File: src/rtl/fmad.sv
// Multi-cycle fused multiply-add/subtract: shift-add multiply (one partial product per
// clock) then one add/subtract clock. Define FMAD_SIGNED_EN for two's-complement operands.
module fmad #(
   parameter int WIDTH    = 8,
   parameter int OUTWIDTH = 2 * WIDTH
) (
   input  logic                clock,
   input  logic                reset,
   input  logic                start,
   input  logic [WIDTH-1:0]    fmadMulIn1,
   input  logic [WIDTH-1:0]    fmadMulIn2,
   input  logic [WIDTH-1:0]    fmadAddIn,
   input  logic                sub,
   output logic [OUTWIDTH-1:0] fmadOut,
   output logic                fmadDone
);

   localparam int CNTW = (WIDTH > 2) ? $clog2(WIDTH) : 1;
   localparam logic [CNTW-1:0] LAST = CNTW'(WIDTH - 1);

   typedef enum logic [1:0] {IDLE, MUL, ADD, DONE} fmadState_t;

   fmadState_t state, nextState;

   logic [OUTWIDTH-1:0] mcand;
   logic [WIDTH-1:0]    mplier;
   logic [OUTWIDTH-1:0] addend;
   logic [OUTWIDTH-1:0] acc;
   logic [CNTW-1:0]     count;
   logic                subReg;
   logic                negReg;
   logic                load;

   // Magnitude fed to the multiplier; identity for unsigned operands.
   function automatic logic [WIDTH-1:0] magnitude(input logic [WIDTH-1:0] v);
`ifdef FMAD_SIGNED_EN
      return v[WIDTH-1] ? (~v + WIDTH'(1)) : v;
`else
      return v;
`endif
   endfunction

   function automatic logic [OUTWIDTH-1:0] extendAddend(input logic [WIDTH-1:0] v);
`ifdef FMAD_SIGNED_EN
      return {{(OUTWIDTH-WIDTH){v[WIDTH-1]}}, v};
`else
      return {{(OUTWIDTH-WIDTH){1'b0}}, v};
`endif
   endfunction

   function automatic logic productNegative(input logic [WIDTH-1:0] a,
                                            input logic [WIDTH-1:0] b);
`ifdef FMAD_SIGNED_EN
      return a[WIDTH-1] ^ b[WIDTH-1];
`else
      return 1'b0;
`endif
   endfunction

   // Final combine wraps modulo 2^OUTWIDTH; there is deliberately no carry/borrow out.
   function automatic logic [OUTWIDTH-1:0] combine(input logic [OUTWIDTH-1:0] prodMag,
                                                   input logic                neg,
                                                   input logic [OUTWIDTH-1:0] addV,
                                                   input logic                doSub);
      logic [OUTWIDTH-1:0] prod;
      prod = neg ? (~prodMag + OUTWIDTH'(1)) : prodMag;
      return doSub ? (prod - addV) : (prod + addV);
   endfunction

   always_ff @(posedge clock or posedge reset) begin
      if (reset) state <= IDLE;
      else       state <= nextState;
   end

   always_comb begin
      nextState = state;
      load      = 1'b0;
      case (state)
         IDLE: if (start) begin
            nextState = MUL;
            load      = 1'b1;
         end
         MUL:  if (count == LAST) nextState = ADD;
         ADD:  nextState = DONE;
         DONE: if (start) begin
            nextState = MUL;
            load      = 1'b1;
         end
         default: nextState = IDLE;
      endcase
   end

   always_ff @(posedge clock or posedge reset) begin
      if (reset) begin
         mcand    <= '0;
         mplier   <= '0;
         addend   <= '0;
         acc      <= '0;
         count    <= '0;
         subReg   <= 1'b0;
         negReg   <= 1'b0;
         fmadOut  <= '0;
         fmadDone <= 1'b0;
      end else if (load) begin
         mcand    <= {{(OUTWIDTH-WIDTH){1'b0}}, magnitude(fmadMulIn1)};
         mplier   <= magnitude(fmadMulIn2);
         addend   <= extendAddend(fmadAddIn);
         subReg   <= sub;
         negReg   <= productNegative(fmadMulIn1, fmadMulIn2);
         acc      <= '0;
         count    <= '0;
         fmadDone <= 1'b0;
      end else if (state == MUL) begin
         // Shifting both operands each clock is equivalent to testing bit[count]
         // and adding (multiplicand << count).
         if (mplier[0]) acc <= acc + mcand;
         mcand  <= mcand << 1;
         mplier <= mplier >> 1;
         count  <= count + CNTW'(1);
      end else if (state == ADD) begin
         fmadOut  <= combine(acc, negReg, addend, subReg);
         fmadDone <= 1'b1;
      end
   end

endmodule

File: config.mk
export PLATFORM = sky130hd
export DESIGN_NAME = fmad
export DESIGN_NICKNAME = d
export VERILOG_FILES = /design/src/rtl/fmad.sv
export SDC_FILE = /design/constraint.sdc
export NUM_CORES = 1
export LEC_CHECK = 0
export CAP_MARGIN = 20
export CORE_MARGIN = 2
export CORE_UTILIZATION = 30
export CTS_CLUSTER_DIAMETER = 60
export CTS_CLUSTER_SIZE = 25
export DETAILED_ROUTE_END_ITERATION = 10
export GPL_TIMING_DRIVEN = 1
export PLACE_DENSITY_LB_ADDON = 0.2
export SLEW_MARGIN = 10
export SYNTH_ARGS = -nofsm -noshare
export SYNTH_HDL_FRONTEND = slang
export SYNTH_SLANG_ARGS = --single-unit
export TNS_END_PERCENT = 100
File: constraint.sdc
create_clock -name clock -period 3.15 [get_ports clock]
set_input_delay 0.63 -clock clock [delete_from_list [all_inputs] [get_ports clock]]
set_output_delay 0.63 -clock clock [all_outputs]
set_load 0.05 [all_outputs]
-- Word level (Yosys, flattened, before mapping)
Index checks and enable logic that the tools add are counted.
- input port bits: 28
- logic and storage cells: 49
- bits in registers: 71
- output and inout port bits: 17
- eq/ne operators: 7
- add/subtract/negate cells: 4
- reduce and logical (&&, ||, !) cells: 9
- bitwise operators: 2
- muxes and demuxes: 18
- operators with widths (kind ; count):
    $mux 16 ; 6
    $add 16x16->16 ; 1
    $add 16x8->16 ; 1
    $mux 8 ; 2
    $sub 16x8->16 ; 1
    $mux 3 ; 2
    $pmux 2 s3 ; 1
    $reduce_and 2->1 ; 3
    $reduce_bool 2->1 ; 3
    $mux 1 ; 5
    $eq 2x2->1 const B ; 2
    $mux 2 ; 2
    $ne 2x2->1 const B ; 2
    $add 3x1->3 const B ; 1
    $eq 3x3->1 const B ; 1
    $reduce_and 3->1 ; 1
    $eq 2x1->1 const B ; 1
    $logic_not 2->1 ; 1
    $ne 2x1->1 const B ; 1
    $not 1->1 ; 2
    $reduce_or 2->1 ; 1

-- Logic depth before layout (Yosys ltp)
Gate-level depths: netlist (run 1).
- word-level depth: 5
- gate-level depth with buffers: 12
- mapped depth without buffers: 11

-- Worst setup path before layout (run 1)
Ideal clock, no wire load.
- kind: register to register
- from: register addend[4]
- to: register fmadOut[13]
- cell stages (with the launch flop): 12
- library setup time: 0.090 ns
- period minus slack after synthesis: 2.810 ns
- required time: 3.060 ns
- buffers on the path: 0
- arrival time: 2.720 ns
- setup slack: 0.340 ns
- path through: dfrtp_1 -> nor3_1 -> and3_1 -> nor3b_1 -> ha_1 -> mux2i_1 -> ha_1 -> nand2_1 -> o21ai_0 -> o31ai_1 -> a2111o_1 -> o221ai_1
- word-level cells in the longest chain between the ends: 2
- elaborated cells on any way between the ends: 3
- those cells by class: 2 x add/sub; 1 x mux
- ends and longest elaborated chain (element ; line ; text):
    from (decl) ; 27 ; logic [OUTWIDTH-1:0] addend;
    from (signal assigned) ; 107 ; addend <= extendAddend(fmadAddIn);
    $add 16x8->16 / $sub 16x8->16 (equally long branches) ; 67 ; return doSub ? (prod - addV) : (prod + addV);
    $mux 16 * ; 67 ;
    to (signal assigned) ; 121 ; fmadOut <= combine(acc, negReg, addend, subReg);
    to (decl) ; 14 ; output logic [OUTWIDTH-1:0] fmadOut,
Mark *: on every way between the ends. The rest lies on a longest branch, timed or not.
A chain may end at the register's enable or synchronous reset.

-- Worst setup path in the final report (run 1)
- from: register addend[3]
- to: register fmadOut[13]
Same word-level chain as after synthesis.

==> results of run 1 <==
kinds of logic (layout without fill, tap and decap cells):
| group | Yosys count | in the layout | synth area share [%] |
|---|---|---|---|
| simple gates | 160 | 160 | 15.2 |
| compound gates | 144 | 144 | 20.1 |
| flops | 71 | 71 | 38.4 |
| buf+inv | 44 | 92 | 3.76 |
| fa+ha+maj | 39 | 39 | 10.9 |
| mux | 36 | 36 | 7.98 |
| xor+xnor | 20 | 20 | 3.78 |
final cells by class:
type	instances	area, um^2	area share, %
well taps	188	235	4.19
flip-flops and latches	71	1780	31.6
clock buffers	11	253	4.50
inverters	23	86.3	1.54
multi-input cells	399	2680	47.7
clock inverters	5	80.1	1.43
repair buffers	53	508	9.04
state kept, by name, indices dropped and copies added, names as in the netlist:
signal / cells
fmadDone: 1
fmadOut: 16
acc: 16
addend: 8
mplier: 8
state: 2
subReg: 1
mcand: 16
count: 3
power breakdown:
part	switching, mW	total, mW	internal [mW]
Combinational	2.16	3.61	1.45
Sequential	0.314	1.60	1.29
Clock	0.395	1.13	0.734
through the flow:
| step | utilization, % | hold slack [ns] | total power [mW] |
|---|---|---|---|
| 2_1_floorplan | - | 0.466 | 4.32 |
| 3_3_place_gp | 34.9 | 0.472 | 5.19 |
| 3_5_place_dp | 34.9 | 0.483 | 5.23 |
| 4_1_cts | 37.1 | 0.497 | 6.41 |
| 5_1_grt | 37.1 | 0.524 | 6.89 |
| 6_report | 37.1 | 0.493 | 6.34 |
worst register-to-register path, stage by stage (launching register included):
cell,delay [ns]
dfrtp_1,0.41
nor3_1,0.22
and3_1,0.28
nor3b_1,0.21
ha_1,0.26
mux2i_1,0.13
ha_1,0.25
nand2_1,0.06
o21ai_0,0.42
o31ai_1,0.15
a2111o_1,0.38
o221ai_1,0.07
routing by layer:
| metal | global-route usage [%] | part of all wire (%) | vias up |
|---|---|---|---|
| met4 | 5.49 | 2.0 | 0 |
| met1 | 18.2 | 49 | 1779 |
| li1 | - | - | 1915 |
| met3 | 3.42 | 3.8 | 15 |
| met2 | 23.0 | 46 | 69 |
| met5 | 0 | 0 | - |
worst max path at each step:
stage                   start          end  depth (start not counted)
floorplan           addend[4]  fmadOut[13]                         11
global placement    addend[4]  fmadOut[12]                         11
detailed placement  addend[4]  fmadOut[12]                         11
CTS                 addend[4]  fmadOut[13]                         11
global route        addend[3]  fmadOut[13]                         11
finish              addend[3]  fmadOut[13]                         11
cells in the mapped netlist (all sizes together), types with 4 or more instances:
master | n | area [um^2]
a31o | 4 | 35.0
xnor2 | 14 | 123
inv | 23 | 86.3
xor2 | 6 | 52.6
a211oi | 6 | 50.1
and2 | 4 | 25.0
o21a | 4 | 30.0
ha | 37 | 463
mux2 | 7 | 78.8
a21oi | 40 | 200
a31oi | 6 | 37.5
dfrtp | 71 | 1780
clkbuf | 16 | 60.1
o21ai | 40 | 200
o21bai | 4 | 30.0
nor3 | 8 | 40.0
nand2 | 80 | 300
nor2 | 37 | 139
buf | 5 | 27.5
a21o | 15 | 114
a211o | 5 | 43.8
nand3 | 11 | 55.1
mux2i | 29 | 290
==> flow_summary.json, run 1 <==
{
  "outcome": "completed",
  "viasPerCell": 5.04,
  "cts_buffers": 9,
  "gp_congestion": 0.866,
  "synth_cell_types": 54,
  "clock_tree.root_cell": "clkbuf_16",
  "final_cells": 750,
  "final_common_cell": "nand2_1",
  "startpoint_type": "flop",
  "fmax_ghz": 0.340,
  "holdBufCountCts": 0,
  "timing.critical_path.mode_cell": "ha_1",
  "final_cell_mix": "nand2_1, dfrtp_1, clkdlybuf4s50_1, a21oi_1, o21ai_0",
  "cp_cell_sequence": "nor3_1 -> and3_1 -> nor3b_1 -> ha_1 -> mux2i_1 -> ha_1 -> nand2_1 -> o21ai_0 -> o31ai_1 -> a2111o_1 -> o221ai_1",
  "hold_depth": 1,
  "cts_resized": 0,
  "clkTransAtPathRegs_ns": 0.06,
  "final-max-slew-violation-count": 0,
  "crit_required_ns": 3.40,
  "cpLargestDelayFamily": "compound AO/OA/AOI/OAI gates",
  "grt_pass1_wl_um": 18200,
  "avgSynthCellArea_um2": 9.00,
  "cp_slowest_cell": "o21ai_0",
  "critPathArrivalTime_ns": 3.19,
  "tightestPinTransition_ns": 0.679,
  "synthesis.nets": 581,
  "clock-sinks": 71,
  "avgRoutedWirePerCell_um": 14.7,
  "synth-seq-cells": 71,
  "drt-total-wl_um": 11000,
  "fin_crit_ns": 2.94,
  "synth-edff-count": 0,
  "io_buffers": 44,
  "drc": 0,
  "ys.flop_type": "dfrtp_1",
  "yosys_warnings": 0,
  "hp-start": "fmadOut[14]",
  "r2r_end": "fmadOut[13]",
  "path_buf_inv": 0,
  "grt_max_degree": 68,
  "diodes": 0,
  "core_um2": 15100,
  "drt-initial-drc-count": 202,
  "drt-pass1-iter-count": 4,
  "setup_ws_ns": 0.212,
  "seq_area_frac_synth_pct": 38.4,
  "dieArea_um2": 16400,
  "reg2reg_from": "addend[3]",
  "power_density_nw_per_um2": 1130,
  "critical_path_class": "reg2reg",
  "pin_count": 45,
  "cellLeakagePower_nw": 2.60,
  "vdd_drop_max_v": 0.000384,
  "num_vias": 3778,
  "place_inst": 734,
  "antenna_left": 0,
  "crit_fanout": 6,
  "fin_nets": 624,
  "cts_buffer_depth": 2,
  "gr-total-overflow": 0,
  "grt_pass1_vias": 3694,
  "cts_tree": "done",
  "grt_usage_pct": 14.2,
  "antenna_found_initial": 0,
  "placed_cell_area_um2": 5290,
  "worst-r2r-cell-count": 11,
  "clk_latency_ns": 0.35,
  "grt_setup_unrepaired": "false",
  "fin_crit_sh_pct": 93.3,
  "worstHoldPathType": "reg2reg",
  "async_reset_ff_share_pct": 100,
  "die_width_um": 128,
  "final_area_um2": 5620,
  "cts_setup_buffers": 0,
  "setup_viol": 0,
  "pre_cts_slack_ns": 0.228,
  "start_util_pct": 30.6,
  "n_fill_cell": 1509,
  "max_stage_delay_ns": 0.42,
  "hold_violations": 0,
  "rrSetupSlack_ns": 0.21,
  "tns_ns": 0,
  "drive_gt1_share_pct": 7.47,
  "synth_cells": 514,
  "die_height_um": 128,
  "syn2layout_area_growth_pct": 21.4,
  "h-tree-depth": 3,
  "drv_cap": 0,
  "holdPathEnd": "fmadOut[14]",
  "slew_headroom_pct": 54.7,
  "netlist_area_um2": 4630,
  "dp_hpwl_um": 8270,
  "skew_ns": 0.00657,
  "end_kind": "flop",
  "rows": 45
}
No activity file was read; power rests on OpenSTA's default activity.
==> inputs of run 2 (changes only) <==
--- a/config.mk
+++ b/config.mk
@@ -6,7 +6,6 @@
 export NUM_CORES = 1
 export LEC_CHECK = 0
 export CAP_MARGIN = 20
-export CORE_MARGIN = 2
 export CORE_UTILIZATION = 30
 export CTS_CLUSTER_DIAMETER = 60
 export CTS_CLUSTER_SIZE = 25
==> run 2 against run 1 <==
Net effect:
- non-clock buffer count did not move
- design area rose by 1.0%
- power rose by 2.6%
- die area fell by 3.1%
- setup slack improved by 0.020 ns
- critical endpoint unchanged
- highest routed layer unchanged
- clock power rose by 12%
- hold slack barely moved
- flip-flop and latch count did not move
==> flow_summary.json, run 2 (synthesis results as in run 1) <==
{
  "pin_count": 45,
  "crit_required_ns": 3.40,
  "finalPower_mw": 6.51,
  "final_common_cell": "nand2_1",
  "end_kind": "flop",
  "dp_hpwl_um": 8110,
  "final_cells": 750,
  "drv_cap": 0,
  "startpoint_type": "flop",
  "outcome": "completed",
  "fin_nets": 624,
  "maxUsedRoutingLayer": "met4",
  "fin_crit_ns": 2.92,
  "setup_viol": 0,
  "grt_setup_unrepaired": "false",
  "hp-start": "fmadOut[14]",
  "reg2reg_from": "addend[4]",
  "multi_input_area_um2": 2690,
  "slew_headroom_pct": 56.0,
  "fin_crit_sh_pct": 92.6,
  "critPathArrivalTime_ns": 3.17,
  "grt_pass1_vias": 3761,
  "clock_tree.root_cell": "clkbuf_16",
  "rows": 45,
  "cts_tree": "done",
  "rrSetupSlack_ns": 0.23,
  "r2r_end": "fmadOut[13]",
  "final_area_um2": 5680,
  "holdBufCountCts": 0,
  "met1Wirelength_um": 5450,
  "tns_ns": 0,
  "top_regs": "acc (16), fmadOut (16), mcand (16)",
  "crit_fanout": 6,
  "hold_depth": 1,
  "fin_hold_ws_ns": 0.493,
  "die_width_um": 126,
  "power_density_nw_per_um2": 1150,
  "drc": 0,
  "num_vias": 3766,
  "grt_usage_pct": 14.9,
  "dieArea_um2": 15900,
  "route.met3.wl_um": 365,
  "worstHoldPathType": "reg2reg",
  "placed_cell_area_um2": 5300,
  "fmax_ghz": 0.343,
  "skew_ns": 0.00853,
  "drt-pass1-iter-count": 4,
  "tightestPinTransition_ns": 0.660,
  "worst-r2r-cell-count": 11,
  "seqCellArea_um2": 1780,
  "n_fill_cell": 1536,
  "cts_resized": 0,
  "cellLeakagePower_nw": 2.63,
  "start_util_pct": 30.6,
  "avgRoutedWirePerCell_um": 14.8,
  "clk_latency_ns": 0.35,
  "antenna_left": 0,
  "grt_max_degree": 68,
  "drt-total-wl_um": 11100,
  "syn2layout_area_growth_pct": 22.6,
  "antenna_found_initial": 0,
  "drt-initial-drc-count": 246,
  "h-tree-depth": 3,
  "die_height_um": 126,
  "vdd_drop_max_v": 0.000403,
  "final_cell_mix": "nand2_1, dfrtp_1, clkdlybuf4s50_1, a21oi_1, o21ai_0",
  "cts_buffer_depth": 2,
  "final-max-slew-violation-count": 0,
  "gr-total-overflow": 0,
  "holdPathEnd": "fmadOut[14]",
  "cts_buffers": 9,
  "clkTransAtPathRegs_ns": 0.06,
  "grt_pass1_wl_um": 18600,
  "gp_congestion": 0.805,
  "drive_gt1_share_pct": 7.65,
  "io_buffers": 44,
  "clock-sinks": 71,
  "hold_violations": 0,
  "cts_setup_buffers": 0,
  "core_um2": 15100,
  "viasPerCell": 5.02,
  "wl_met2_um": 5110,
  "critical_path_class": "reg2reg",
  "place_inst": 734,
  "diodes": 0
}
==> run 2: how the worst max path moves through the flow <==
stage	end	cells past startpoint	slack (ns)	from
finish	fmadOut[13]	11	0.23	addend[4]
global route	fmadOut[9]	11	0.03	addend[4]
floorplan	fmadOut[13]	11	0.34	addend[4]
global placement	fmadOut[12]	11	0.29	addend[4]
detailed placement	fmadOut[12]	11	0.20	addend[4]
CTS	fmadOut[13]	11	0.16	addend[4]
==> run 2: cell type report <==
type,instances,area share (%)
Tap cell,188,4.14
Clock buffer,11,4.28
Timing Repair Buffer,53,9.17
Clock inverter,5,2.27
Multi-Input combinational cell,399,47.3
Inverter,23,1.52
Sequential cell,71,31.3
==> run 2: layer usage <==
metal	vias up	track usage, %
li1	1915	-
met1	1773	19.4
met2	65	24.1
met3	13	3.40
met4	0	5.32
met5	-	0
==> run 2: report_power, final <==
part	switching (mW)	leakage, nW	total, mW	internal (mW)
Sequential	0.314	0.906	1.60	1.29
Combinational	2.17	1.54	3.63	1.46
Clock	0.394	0.180	1.27	0.877
==> run 2: stage by stage <==
step | worst slack (ns) | util (%)
after global placement | 0.288 | 35.0
after CTS | 0.160 | 37.4
final | 0.232 | 37.5
after detailed placement | 0.196 | 35.0
after global routing | 0.0344 | 37.5
after floorplan | 0.340 | -
==> run 2: critical path: stages (launching register included) <==
cell	delay, ns
dfrtp_1	0.41
nor3_2	0.23
and3_2	0.26
nor3b_1	0.20
ha_1	0.26
mux2i_1	0.14
ha_1	0.25
nand2_1	0.06
o21ai_0	0.40
o31ai_1	0.15
a2111o_1	0.38
o221ai_1	0.07
==> inputs of run 3 (changes only) <==
--- a/config.mk
+++ b/config.mk
@@ -6,8 +6,9 @@
 export NUM_CORES = 1
 export LEC_CHECK = 0
 export CAP_MARGIN = 20
-export CORE_UTILIZATION = 30
-export CTS_CLUSTER_DIAMETER = 60
+export CELL_PAD_IN_SITES_DETAIL_PLACEMENT = 1
+export CELL_PAD_IN_SITES_GLOBAL_PLACEMENT = 2
+export CORE_UTILIZATION = 35
 export CTS_CLUSTER_SIZE = 25
 export DETAILED_ROUTE_END_ITERATION = 10
 export GPL_TIMING_DRIVEN = 1
==> run 3 against run 2 <==
Net effect:
- largest cell class unchanged
- design area down 1.6%
- wire length up 6.8%
- largest power group unchanged
- critical path type unchanged
- hold slack worse by 0.010 ns
==> flow_summary.json, run 3 (synthesis results as in run 1) <==
{
  "diodes": 0,
  "final_cell_mix": "nand2_1, dfrtp_1, clkdlybuf4s50_1, a21oi_1, o21ai_0",
  "p_int_mw": 3.37,
  "io_buffers": 44,
  "die_width_um": 117,
  "drt-initial-drc-count": 146,
  "grt_setup_unrepaired": "false",
  "tns_ns": 0,
  "worst-r2r-cell-count": 11,
  "drive_gt1_share_pct": 7.83,
  "fin_crit_sh_pct": 93.1,
  "gr-total-overflow": 0,
  "grt_pass1_wl_um": 19700,
  "comb_power_share_pct": 58.7,
  "worstHoldPathType": "reg2reg",
  "rrSetupSlack_ns": 0.22,
  "critPathArrivalTime_ns": 3.16,
  "clkTransAtPathRegs_ns": 0.06,
  "h-tree-depth": 3,
  "rows": 41,
  "num_vias": 3834,
  "slew_headroom_pct": 53.7,
  "swShare_pct": 46.4,
  "skew_ns": 0.00530,
  "dieArea_um2": 13700,
  "drt-pass1-iter-count": 4,
  "grt_usage_pct": 19.1,
  "power_frac_seq_pct": 25.4,
  "timing.critical_path.mode_cell": "ha_1",
  "syn2layout_area_growth_pct": 20.7,
  "clock-sinks": 71,
  "cts_tree": "done",
  "hp-start": "fmadOut[7]",
  "startpoint": "addend[0]",
  "dp_hpwl_um": 8910,
  "grt_max_degree": 50,
  "crit_required_ns": 3.37,
  "fin_nets": 624,
  "pin_count": 45,
  "clkPwrFrac_pct": 16.0,
  "power_density_nw_per_um2": 1130,
  "holdBufCountCts": 0,
  "grt_pass1_vias": 3931,
  "cellLeakagePower_nw": 2.60,
  "end_kind": "flop",
  "crit_fanout": 7,
  "avgRoutedWirePerCell_um": 16.1,
  "tightestPinTransition_ns": 0.695,
  "startpoint_type": "flop",
  "r2r_end": "fmadOut[14]",
  "clk_latency_ns": 0.34,
  "top_regs": "acc (16), fmadOut (16), mcand (16)",
  "viasPerCell": 5.22,
  "antenna_found_initial": 0,
  "power.switching_mw": 2.92,
  "gp_congestion": 0.816,
  "cp_slowest_cell": "dfrtp_1",
  "fmax_ghz": 0.341,
  "hold_violations": 0,
  "cp_cell_sequence": "inv_1 -> ha_1 -> a21oi_1 -> xnor2_1 -> ha_1 -> a21o_1 -> a311oi_2 -> o211ai_2 -> a211oi_2 -> mux2i_1 -> a211o_1",
  "start_util_pct": 36.2,
  "critical_path_class": "reg2reg",
  "fin_crit_ns": 2.93,
  "cp-endpoint": "fmadOut[14]",
  "outcome": "completed",
  "final-max-slew-violation-count": 0,
  "drt-total-wl_um": 11900,
  "setup_viol": 0,
  "cts_buffer_depth": 2,
  "clock_tree.root_cell": "clkbuf_16",
  "drc": 0,
  "cts_buffers": 9,
  "reg2reg_from": "addend[0]",
  "antenna_left": 0,
  "drv_cap": 0,
  "max_stage_delay_ns": 0.40,
  "core_um2": 12800,
  "die_height_um": 117,
  "finalPower_mw": 6.29,
  "final_common_cell": "nand2_1",
  "vdd_drop_max_v": 0.000349
}
[run 3: what timing repair did]
| action | CTS | global route |
|---|---|---|
| setup endpoints to repair | 0 | 7 |
| setup buffers | 0 | 0 |
| gates resized for setup | 0 | 5 |
[run 3: worst min-delay path by stage]
stage,to,slack (ns),depth (start not counted)
after global routing,fmadOut[14],0.51,1
after global placement,fmadOut[9],0.47,2
after detailed placement,fmadOut[7],0.48,2
final,fmadOut[7],0.48,2
after CTS,fmadOut[7],0.49,2
after floorplan,mplier[7],0.47,2
[run 3: routing by layer]
| layer | vias up | GRT usage, % | part of all wire [%] |
|---|---|---|---|
| met4 | 0 | 7.68 | 1.9 |
| met5 | - | 0 | 0 |
| li1 | 1916 | - | - |
| met2 | 48 | 32.5 | 49 |
| met3 | 12 | 2.78 | 1.9 |
| met1 | 1858 | 24.3 | 47 |
[run 3: cell type report]
class,count,area [um^2]
fill,1491,7190
clock inverter,2,12.5
timing repair buffer,53,520
multi-input combinational,399,2690
clock buffer,14,284
sequential,71,1780
tap,172,215
inverter,23,86.3
[run 3: power by group through the flow]
stage / Clock (mW) / Sequential, mW / Combinational, mW
final: 1.00 / 1.60 / 3.69
after global routing: 1.08 / 1.65 / 4.11
after CTS: 1.04 / 1.60 / 3.71
after detailed placement: 0 / 1.61 / 3.70
after global placement: 0 / 1.60 / 3.61
after floorplan: 0 / 1.88 / 2.45
[run 3: through the flow]
step / setup WS [ns] / util (%) / cell area (um^2) / cells / hold WS [ns]
4_1_cts: 0.0771 / 43.6 / 5570 / 734 / 0.491
2_1_floorplan: 0.340 / - / 4630 / 514 / 0.466
6_report: 0.216 / 43.7 / 5580 / 734 / 0.483
3_3_place_gp: 0.221 / 41.3 / 5280 / 718 / 0.473
3_5_place_dp: 0.122 / 41.3 / 5280 / 718 / 0.477
5_1_grt: 0.0187 / 43.7 / 5580 / 734 / 0.514
[run 3: worst max-delay path: cells and delay by family, from the launching register on]
kind | cells | cell delay (ns)
flops | 1 | 0.40
xor+xnor | 1 | 0.14
mux | 1 | 0.10
compound gates | 6 | 1.40
fa+ha+maj | 2 | 0.68
buf+inv | 1 | 0.11
